## src/rtl/idx2mask_stream_if.sv

```systemverilog
// Handshake bundle for idx2mask_stream: input beat stream, decode mode and registered mask output.
// slave is the decoder's view of the bundle; master is the producer/consumer side that drives it.
interface idx2mask_stream_if #(
    parameter int IDX_WIDTH = 4,
    parameter int LANES     = 4
);
    localparam int OH_WIDTH = 1 << IDX_WIDTH;

    logic [1:0]                  mode;
    logic                        in_valid;
    logic                        in_ready;
    logic [LANES*IDX_WIDTH-1:0]  in_idx;
    logic [LANES-1:0]            in_lane_en;
    logic                        in_last;
    logic                        out_valid;
    logic                        out_ready;
    logic [LANES*OH_WIDTH-1:0]   out_data;
    logic                        out_last;
    logic [IDX_WIDTH:0]          out_pop;

    modport slave (
        input  mode, in_valid, in_idx, in_lane_en, in_last, out_ready,
        output in_ready, out_valid, out_data, out_last, out_pop
    );

    modport master (
        output mode, in_valid, in_idx, in_lane_en, in_last, out_ready,
        input  in_ready, out_valid, out_data, out_last, out_pop
    );
endinterface

```

## src/rtl/idx2mask_stream.sv

```systemverilog
// Multi-lane index to one-hot/thermometer/occupancy-bitmap decoder behind a valid/ready output register.
// Define IDX2MASK_POPCNT_EN to drive out_pop with the population count of lane 0; otherwise out_pop is 0.
//
// state   | meaning
// --------+--------------------------------------------------------------
// IDLE    | next accepted beat starts a burst and samples mode
// BURST   | inside a multi-beat burst, mode held in r_mode_q
module idx2mask_stream #(
    parameter int IDX_WIDTH = 4,
    parameter int LANES     = 4
) (
    input  logic               clk,
    input  logic               rst_n,
    idx2mask_stream_if.slave   io_bus
);
    localparam int OH_WIDTH = 1 << IDX_WIDTH;
    localparam int DW       = LANES * OH_WIDTH;

    localparam logic [1:0] MODE_THERM = 2'b01;
    localparam logic [1:0] MODE_ACC   = 2'b10;

    typedef enum logic {ST_IDLE, ST_BURST} state_t;

    state_t                r_state;
    state_t                w_state_nxt;
    logic [1:0]            r_mode_q;
    logic [1:0]            w_mode_eff;
    logic [OH_WIDTH-1:0]   r_acc;
    logic [OH_WIDTH-1:0]   w_acc_nxt;
    logic [OH_WIDTH-1:0]   w_beat_or;
    logic [DW-1:0]         w_oh_mask;
    logic [DW-1:0]         w_th_mask;
    logic [DW-1:0]         w_data_nxt;
    logic [IDX_WIDTH:0]    w_pop_nxt;
    logic                  r_out_valid;
    logic                  r_out_last;
    logic [DW-1:0]         r_out_data;
    logic [IDX_WIDTH:0]    r_out_pop;
    logic                  w_in_ready;
    logic                  w_accept;
    logic                  w_is_acc;
    logic                  w_produce;

    assign w_in_ready = !r_out_valid || io_bus.out_ready;
    assign w_accept   = io_bus.in_valid && w_in_ready;
    assign w_mode_eff = (r_state == ST_IDLE) ? io_bus.mode : r_mode_q;
    assign w_is_acc   = (w_mode_eff == MODE_ACC);
    assign w_produce  = w_accept && (!w_is_acc || io_bus.in_last);

    always_comb begin
        w_oh_mask = '0;
        w_th_mask = '0;
        w_beat_or = '0;
        for (int k = 0; k < LANES; k++) begin
            for (int b = 0; b < OH_WIDTH; b++) begin
                w_oh_mask[k*OH_WIDTH+b] = io_bus.in_lane_en[k] &&
                    (io_bus.in_idx[k*IDX_WIDTH +: IDX_WIDTH] == IDX_WIDTH'(b));
                w_th_mask[k*OH_WIDTH+b] = io_bus.in_lane_en[k] &&
                    (IDX_WIDTH'(b) <= io_bus.in_idx[k*IDX_WIDTH +: IDX_WIDTH]);
            end
            w_beat_or = w_beat_or | w_oh_mask[k*OH_WIDTH +: OH_WIDTH];
        end
    end

    // Reserved mode 11 falls through to one-hot.
    always_comb begin
        w_data_nxt = '0;
        if (w_is_acc) begin
            w_data_nxt[OH_WIDTH-1:0] = r_acc | w_beat_or;
        end else if (w_mode_eff == MODE_THERM) begin
            w_data_nxt = w_th_mask;
        end else begin
            w_data_nxt = w_oh_mask;
        end
    end

`ifdef IDX2MASK_POPCNT_EN
    always_comb begin
        w_pop_nxt = '0;
        for (int b = 0; b < OH_WIDTH; b++) begin
            w_pop_nxt = w_pop_nxt + (IDX_WIDTH+1)'(w_data_nxt[b]);
        end
    end
`else
    assign w_pop_nxt = '0;
`endif

    always_comb begin
        w_acc_nxt = r_acc;
        if (w_accept && w_is_acc) begin
            w_acc_nxt = io_bus.in_last ? '0 : (r_acc | w_beat_or);
        end
    end

    always_comb begin
        w_state_nxt = r_state;
        case (r_state)
            ST_IDLE:  if (w_accept && !io_bus.in_last) w_state_nxt = ST_BURST;
            ST_BURST: if (w_accept && io_bus.in_last)  w_state_nxt = ST_IDLE;
            default:  w_state_nxt = ST_IDLE;
        endcase
    end

    always_ff @(posedge clk or negedge rst_n) begin
        if (!rst_n) begin
            r_state  <= ST_IDLE;
            r_mode_q <= 2'b00;
            r_acc    <= '0;
        end else begin
            r_state <= w_state_nxt;
            r_acc   <= w_acc_nxt;
            if (w_accept && r_state == ST_IDLE) begin
                r_mode_q <= io_bus.mode;
            end
        end
    end

    always_ff @(posedge clk or negedge rst_n) begin
        if (!rst_n) begin
            r_out_valid <= 1'b0;
            r_out_data  <= '0;
            r_out_last  <= 1'b0;
            r_out_pop   <= '0;
        end else if (w_produce) begin
            r_out_valid <= 1'b1;
            r_out_data  <= w_data_nxt;
            r_out_last  <= io_bus.in_last;
            r_out_pop   <= w_pop_nxt;
        end else if (io_bus.out_ready) begin
            r_out_valid <= 1'b0;
        end
    end

    assign io_bus.in_ready  = w_in_ready;
    assign io_bus.out_valid = r_out_valid;
    assign io_bus.out_data  = r_out_data;
    assign io_bus.out_last  = r_out_last;
    assign io_bus.out_pop   = r_out_pop;
endmodule

```

## src/flat_wrapper.sv

```systemverilog
// flat-port wrapper written by rule: the top's interface ports become plain ports
module idx2mask_stream_flat 
#(
    parameter int IDX_WIDTH = 4,
    parameter int LANES     = 4
)
  (clk, rst_n, io_bus_mode, io_bus_in_valid, io_bus_in_idx, io_bus_in_lane_en, io_bus_in_last, io_bus_out_ready, io_bus_in_ready, io_bus_out_valid, io_bus_out_data, io_bus_out_last, io_bus_out_pop);
  idx2mask_stream_if #(.IDX_WIDTH(IDX_WIDTH), .LANES(LANES)) io_bus_i ();
  input  logic clk;
  input  logic rst_n;
  input wire logic [$bits(io_bus_i.mode)-1:0] io_bus_mode;
  input wire logic [$bits(io_bus_i.in_valid)-1:0] io_bus_in_valid;
  input wire logic [$bits(io_bus_i.in_idx)-1:0] io_bus_in_idx;
  input wire logic [$bits(io_bus_i.in_lane_en)-1:0] io_bus_in_lane_en;
  input wire logic [$bits(io_bus_i.in_last)-1:0] io_bus_in_last;
  input wire logic [$bits(io_bus_i.out_ready)-1:0] io_bus_out_ready;
  output wire logic [$bits(io_bus_i.in_ready)-1:0] io_bus_in_ready;
  output wire logic [$bits(io_bus_i.out_valid)-1:0] io_bus_out_valid;
  output wire logic [$bits(io_bus_i.out_data)-1:0] io_bus_out_data;
  output wire logic [$bits(io_bus_i.out_last)-1:0] io_bus_out_last;
  output wire logic [$bits(io_bus_i.out_pop)-1:0] io_bus_out_pop;
  assign io_bus_i.mode = io_bus_mode;
  assign io_bus_i.in_valid = io_bus_in_valid;
  assign io_bus_i.in_idx = io_bus_in_idx;
  assign io_bus_i.in_lane_en = io_bus_in_lane_en;
  assign io_bus_i.in_last = io_bus_in_last;
  assign io_bus_i.out_ready = io_bus_out_ready;
  assign io_bus_in_ready = io_bus_i.in_ready;
  assign io_bus_out_valid = io_bus_i.out_valid;
  assign io_bus_out_data = io_bus_i.out_data;
  assign io_bus_out_last = io_bus_i.out_last;
  assign io_bus_out_pop = io_bus_i.out_pop;
  idx2mask_stream #(.IDX_WIDTH(IDX_WIDTH), .LANES(LANES)) u_core (.clk(clk), .rst_n(rst_n), .io_bus(io_bus_i));
endmodule
```

## config.mk

```make
export PLATFORM = sky130hd
export DESIGN_NAME = idx2mask_stream_flat
export DESIGN_NICKNAME = d
export VERILOG_FILES = /design/src/rtl/idx2mask_stream_if.sv /design/src/rtl/idx2mask_stream.sv /design/src/flat_wrapper.sv
export SDC_FILE = /design/constraint.sdc
export NUM_CORES = 1
export LEC_CHECK = 0
export CAP_MARGIN = 30
export CORE_UTILIZATION = 52
export CTS_CLUSTER_DIAMETER = 40
export DETAILED_ROUTE_END_ITERATION = 8
export MAX_ROUTING_LAYER = met4
export PLACE_DENSITY_LB_ADDON = 0.3
export SLEW_MARGIN = 20
export SYNTH_ARGS = -nofsm -noshare
export SYNTH_HDL_FRONTEND = slang
export SYNTH_SLANG_ARGS = --single-unit
```

## constraint.sdc

```tcl
create_clock -name clk -period 2.46 [get_ports clk]
set_input_delay 0.246 -clock clk [delete_from_list [all_inputs] [get_ports clk]]
set_output_delay 0.246 -clock clk [all_outputs]
set_load 0.05 [all_outputs]
```

==> impl_metrics.yaml, run 1 <==
setup_path:
  worst_setup_path_start_kind: "flip-flop"
  crit_fanout: 20
  crit_path_cell_trace: "or3b_2 -> and2_0 -> buf_4 -> nor2_1 -> a31oi_1 -> o21ai_0"
  reg2reg_to: "u_core.io_bus.out_data[39]$_DFFE_PN0P_"
  timing.reg2reg.setup_slack_ns: 0.38
  cp.required_ns: 2.74
  slowest_stage: "or3b_2"
  critPathMaxStageDelay_ns: 0.51
  rr_worst_depth: 6
  critPathArrivalTime_ns: 2.35
  critPathCaptureType: "flip-flop"
  worstSetupPathType: "reg -> reg"
power_and_ir_drop:
  powerDensity_mw_per_mm2: 748
  total_power_uw: 4570
  power_leakage_uw: 0.00255
  vdd_drop_max_v: 0.000468
clock_network:
  htreeDepth: 3
  clock_path_buffers: 2
  clkLatencyLatePin_ns: 0.37
  ctsResizeCount: 0
  numCtsBuffers: 9
  clock-root-buffer: "clkbuf_8"
  cts_tree: "built"
  clkSlewWorstSetupHoldPaths_ns: 0.09
  cts.sinks: 85
final_layout:
  final_cell_mix: "92 x clkdlybuf4s50_1, 85 x dfrtp_1, 83 x nand2_1"
  diodes: 0
  area_growth_pct: 28.6
  layout.nets: 673
  mostFrequentLayoutCell: "clkdlybuf4s50_1"
  n_fill_cell: 728
  drive_gt1_share_pct: 11.8
drt:
  drtAntennaViolNets: 0
  num_vias: 4738
  post_drt_wl_per_cell_um: 19.6
  drtIter0Drc: 458
  vias_per_cell: 6.24
  wirelength_um: 14900
  firstDrtPassIters: 8
  route.detailed.drc: 22
timing:
  fin_skew_ns: 0.00904
  worst_pin_slew_ns: 0.666
  holdWs_ns: 0.438
  hold_viol_final: 0
  slew_viol_final: 0
  fin_crit_sh_pct: 84.5
  fin_setup_tns_ns: 0
  rsz0062_at_grt: "false"
  slew_headroom_pct: 55.6
  setup_slack_ns: 0.381
  setup_violations: 0
  timing.final.crit_period_ns: 2.08
  fmax_mhz: 481
global_routing:
  grt_pass1_wl_um: 24000
  grt_antenna_before_repair: 0
  use_met2_pct: 52.4
  grt_max_degree: 53
  met3_usage_pct: 3.45
  gr-total-overflow: 0
  grt.busiest_layer: "met2"
  grt_pass1_vias: 4524
  grt_use_met1_pct: 44.9
  grt_use_total_pct: 33.2
placement:
  pre_cts_ws_ns: 0.106
  hpwl_um: 11200
  io_buffers: 93
  place_congestion: 0.971
synth:
  synth_cell_types: 60
  synthCells: 545
  synth_seq_cells: 85
  synth-seq-area-share_pct: 44.7
  syn_area_per_cell_sq_um: 8.73
  synth_enable_flop_cells: 0
  synthesis.area_sq_mm: 0.00476
  synth-async-reset-ratio_pct: 100
  yosys_most_used_dff: "dfrtp_1"
  ys_warn_count: 0
die:
  die_area_sq_mm: 0.00953
  dieWidth_um: 97.6
  core_area_sq_mm: 0.00881
  die_h_um: 97.6
  core.rowCount: 34
  start_util_pct: 54.0
  ios: 99
status:
  outcome: "finished with violations"
  violations: "design-rule violations"
hold_path:
  hp-class: "in -> async"
flow_run:
  cap_violations: 0
-- registers in the layout, indices dropped and copies added (netlist names), named ones only --
register	cells
u_core.r_acc	16
u_core.r_mode_q	2
u_core.io_bus.out_last	1
u_core.io_bus.out_valid	1
u_core.io_bus.out_data	64
-- cell usage after synthesis, types with 7 or more instances --
cell type  count  share of area [%]
o41ai_1        8                1.5
buf_4          8                1.3
clkbuf_1      27                2.1
nand2_1       83                6.6
dfrtp_1       85                 45
nor3_1        14                1.5
nand3_1        8               0.84
buf_2         15                1.6
o31ai_1        8                1.3
o21ai_1        7               0.74
a22o_1        20                3.7
a21oi_1       14                1.5
a31oi_1       16                2.1
o22ai_1       14                1.8
nand2b_1      13                1.7
o21ai_0       44                4.6
nor2_1        52                4.1
-- worst max-delay path, delay by kind of cell, from the launching register on --
family | cells | cell delay [ns]
AOI/OAI and AO/OA | 2 | 0.27
DFF | 1 | 0.46
buffers and inverters | 1 | 0.24
and+or+nand+nor | 3 | 1.01
-- layout make-up --
class	count	area [sq um]	share of cell area [%]
clock buffers	12	155	2.54
clock inverters	4	32.5	0.532
inverters	4	15.0	0.245
multi-input cells	404	2340	38.3
flip-flops and latches	85	2130	34.8
well taps	108	135	2.21
repair buffers	142	1310	21.4
-- through the flow --
| step | area, sq um | std cells | utilization, % |
|---|---|---|---|
| finish | 6120 | 759 | 69.5 |
| global route | 6120 | 759 | 69.5 |
| CTS | 6120 | 759 | 69.5 |
| detailed placement | 5920 | 742 | 67.2 |
| global placement | 5920 | 742 | 67.2 |
| floorplan | 4770 | 549 | - |
-- timing repair --
action	CTS	global route
hold buffers	1	0
hold endpoints to repair	49	0
buffers inserted	0	0
-- kinds of logic (layout without fill, tap and decap cells) --
group | after synthesis | in the layout | share of synthesized area (%)
buffers and inverters | 60 | 162 | 6.39
other | 1 | 5 | 0.0789
multiplexers | 6 | 6 | 1.32
XOR/XNOR | 2 | 2 | 0.368
AO/OA/AOI/OAI | 177 | 177 | 26.0
AND/OR/NAND/NOR | 214 | 214 | 21.1
flip-flops | 85 | 85 | 44.7
-- report_power, final --
group | internal [uW] | total (uW) | switching (uW)
clock network | 426 | 954 | 528
registers | 1620 | 1770 | 145
logic | 643 | 1850 | 1210
total | 2690 | 4570 | 1880
-- per-layer routing --
layer,share of wire (%),routed length (um)
met2,48,7110
met4,2.1,305
met5,0,0
met1,44,6480
met3,6.6,974
-- how the worst max path moves through the flow --
stage / depth (start not counted) / start / end / slack (ns)
final: 6 / flip-flop / u_core.io_bus.out_data[39]$_DFFE_PN0P_ / 0.38
after global routing: 6 / flip-flop / u_core.io_bus.out_data[39]$_DFFE_PN0P_ / 0.22
after CTS: 6 / flip-flop / u_core.io_bus.out_data[39]$_DFFE_PN0P_ / 0.39
after detailed placement: 7 / io_bus_mode[0] / u_core.io_bus.out_data[39]$_DFFE_PN0P_ / 0.11
after global placement: 7 / io_bus_mode[0] / u_core.io_bus.out_data[58]$_DFFE_PN0P_ / 0.17
after floorplan: 7 / u_core.io_bus.out_valid$_DFFE_PN0P_ / u_core.io_bus.out_data[6]$_DFFE_PN0P_ / 0.15
(Power assumes the default switching activity.)
==> run 2: changes to the inputs <==
CORE_UTILIZATION = 47   (was 52)
clock period = 1.84 ns   (was 2.46 ns; I/O delays follow)
==> impl_metrics.yaml, run 2 (synthesized netlist as in run 1, its figures left out) <==
clock_network:
  numCtsBuffers: 9
  clkSlewWorstSetupHoldPaths_ns: 0.09
  clock-root-buffer: "clkbuf_8"
  clock_path_buffers: 2
  cts_tree: "built"
  cts.sinks: 85
  clkLatencyLatePin_ns: 0.37
  htreeDepth: 3
drt:
  wl_met3_um: 956
  drtAntennaViolNets: 0
  route.detailed.drc: 0
  wl_met1_um: 7440
  wirelength_um: 16800
  num_vias: 5159
  vias_per_cell: 5.85
  post_drt_wl_per_cell_um: 19.0
  wl_met2_um: 7950
  drtIter0Drc: 368
  firstDrtPassIters: 6
  top_layer: "met4"
timing:
  fmax_mhz: 551
  setup_violations: 0
  worst_pin_slew_ns: 0.532
  timing.final.crit_period_ns: 1.81
  fin_skew_ns: 0.0117
  fin_setup_tns_ns: 0
  hold_viol_final: 0
  slew_viol_final: 0
  setup_slack_ns: 0.0257
  rsz0062_at_grt: "true"
  fin_crit_sh_pct: 98.6
  slew_headroom_pct: 64.4
final_layout:
  largest_reg_flops: 64
  layout.nets: 772
  final_cell_mix: "130 x buf_4, 91 x clkdlybuf4s50_1, 83 x dfrtp_1"
  drive_gt1_share_pct: 23.9
  mostFrequentLayoutCell: "buf_4"
  area_growth_pct: 49.8
  diodes: 0
global_routing:
  grt_pass1_wl_um: 25100
  grt_antenna_before_repair: 0
  gr-total-overflow: 0
  grt_max_degree: 47
  grt_pass1_vias: 4904
  grt_use_total_pct: 32.8
setup_path:
  worstSetupPathType: "reg -> reg"
  critPathCaptureType: "flip-flop"
  timing.reg2reg.setup_slack_ns: 0.03
  worst_setup_path_start_kind: "flip-flop"
  critPathBufInv: 2
  crit_path_cell_trace: "or3b_4 -> and2_4 -> o21ai_4 -> buf_12 -> clkbuf_16 -> a22o_1"
  critPathArrivalTime_ns: 2.11
  slowest_stage: "dfrtp_2"
  critPathMaxStageDelay_ns: 0.44
  cp.required_ns: 2.14
  crit_family: "simple AND/OR/NAND/NOR gates"
  crit_fanout: 11
power_and_ir_drop:
  total_power_uw: 6600
  powerDensity_mw_per_mm2: 926
  vdd_drop_max_v: 0.000585
  power_leakage_uw: 0.00311
die:
  core_area_sq_mm: 0.00977
  dieWidth_um: 103
  core.rowCount: 36
  start_util_pct: 48.7
  ios: 99
  die_h_um: 103
  die_area_sq_mm: 0.0105
flow_run:
  cap_violations: 0
placement:
  pre_cts_ws_ns: -0.365
  hpwl_um: 12200
  io_buffers: 93
  place_congestion: 0.966
status:
  outcome: "finished, final reports clean"
hold_path:
  hp-class: "in -> async"
-- run 2: stage by stage --
step	area (sq um)	cells	util [%]	hold WS, ns
2_1_floorplan	4780	549	-	-0.112
3_3_place_gp	6740	854	68.9	0.0648
3_5_place_dp	6740	854	68.9	0.0743
4_1_cts	6960	873	71.2	0.232
5_1_grt	7120	882	72.9	0.252
6_report	7120	882	72.9	0.226
-- run 2: final cells by class --
type	count	area, sq um
clock buffers	13	149
clock inverters	2	35.0
fillers	761	2650
inverters	4	15.0
multi-input cells	405	2360
flip-flops and latches	85	2130
well taps	133	166
repair buffers	240	2260
-- run 2: routing by layer --
layer	global-route usage (%)	vias to the layer above
met5	-	-
met4	9.89	0
met3	4.41	38
met2	53.3	210
met1	42.7	2529
li1	-	2382
-- run 2: worst reg2reg max path, delay by kind of cell, from the launching register on --
| kind | cells | cell delay (ns) |
|---|---|---|
| simple gates | 2 | 0.59 |
| flops | 1 | 0.44 |
| compound gates | 2 | 0.37 |
| buf+inv | 2 | 0.34 |
-- run 2: path summary, 6_finish.rpt --
kind,cells after the start,to,startpoint
min in group clk,2,u_core.io_bus.out_data[33]$_DFFE_PN0P_,u_core.io_bus.out_data[33]$_DFFE_PN0P_
hold / removal,2,u_core.io_bus.out_data[19]$_DFFE_PN0P_,rst_n
setup reg to reg,6,u_core.io_bus.out_data[63]$_DFFE_PN0P_,flip-flop
setup / recovery,6,u_core.io_bus.out_data[63]$_DFFE_PN0P_,flip-flop
max in group asynchronous,3,asynchronous set/reset pin,rst_n
hold reg to reg,2,u_core.io_bus.out_data[33]$_DFFE_PN0P_,u_core.io_bus.out_data[33]$_DFFE_PN0P_
-- run 2: where the power goes --
part           total (uW)  leakage, uW  switching [uW]  internal [uW]
Sequential           2360      0.00113             190           2170
Clock                1310    0.0000935             655            658
Combinational        2920      0.00189            1740           1190
-- run 2: repair_timing --
| item | 4_1_cts | 5_1_grt |
|---|---|---|
| hold buffers | 1 | 0 |
| buffers inserted | 2 | 5 |
| cloned | 1 | 4 |
| pin swaps | 0 | 2 |
| resized for setup | 4 | 10 |
| endpoints found under the setup margin | 10 | 26 |
| hold endpoints to repair | 16 | 0 |
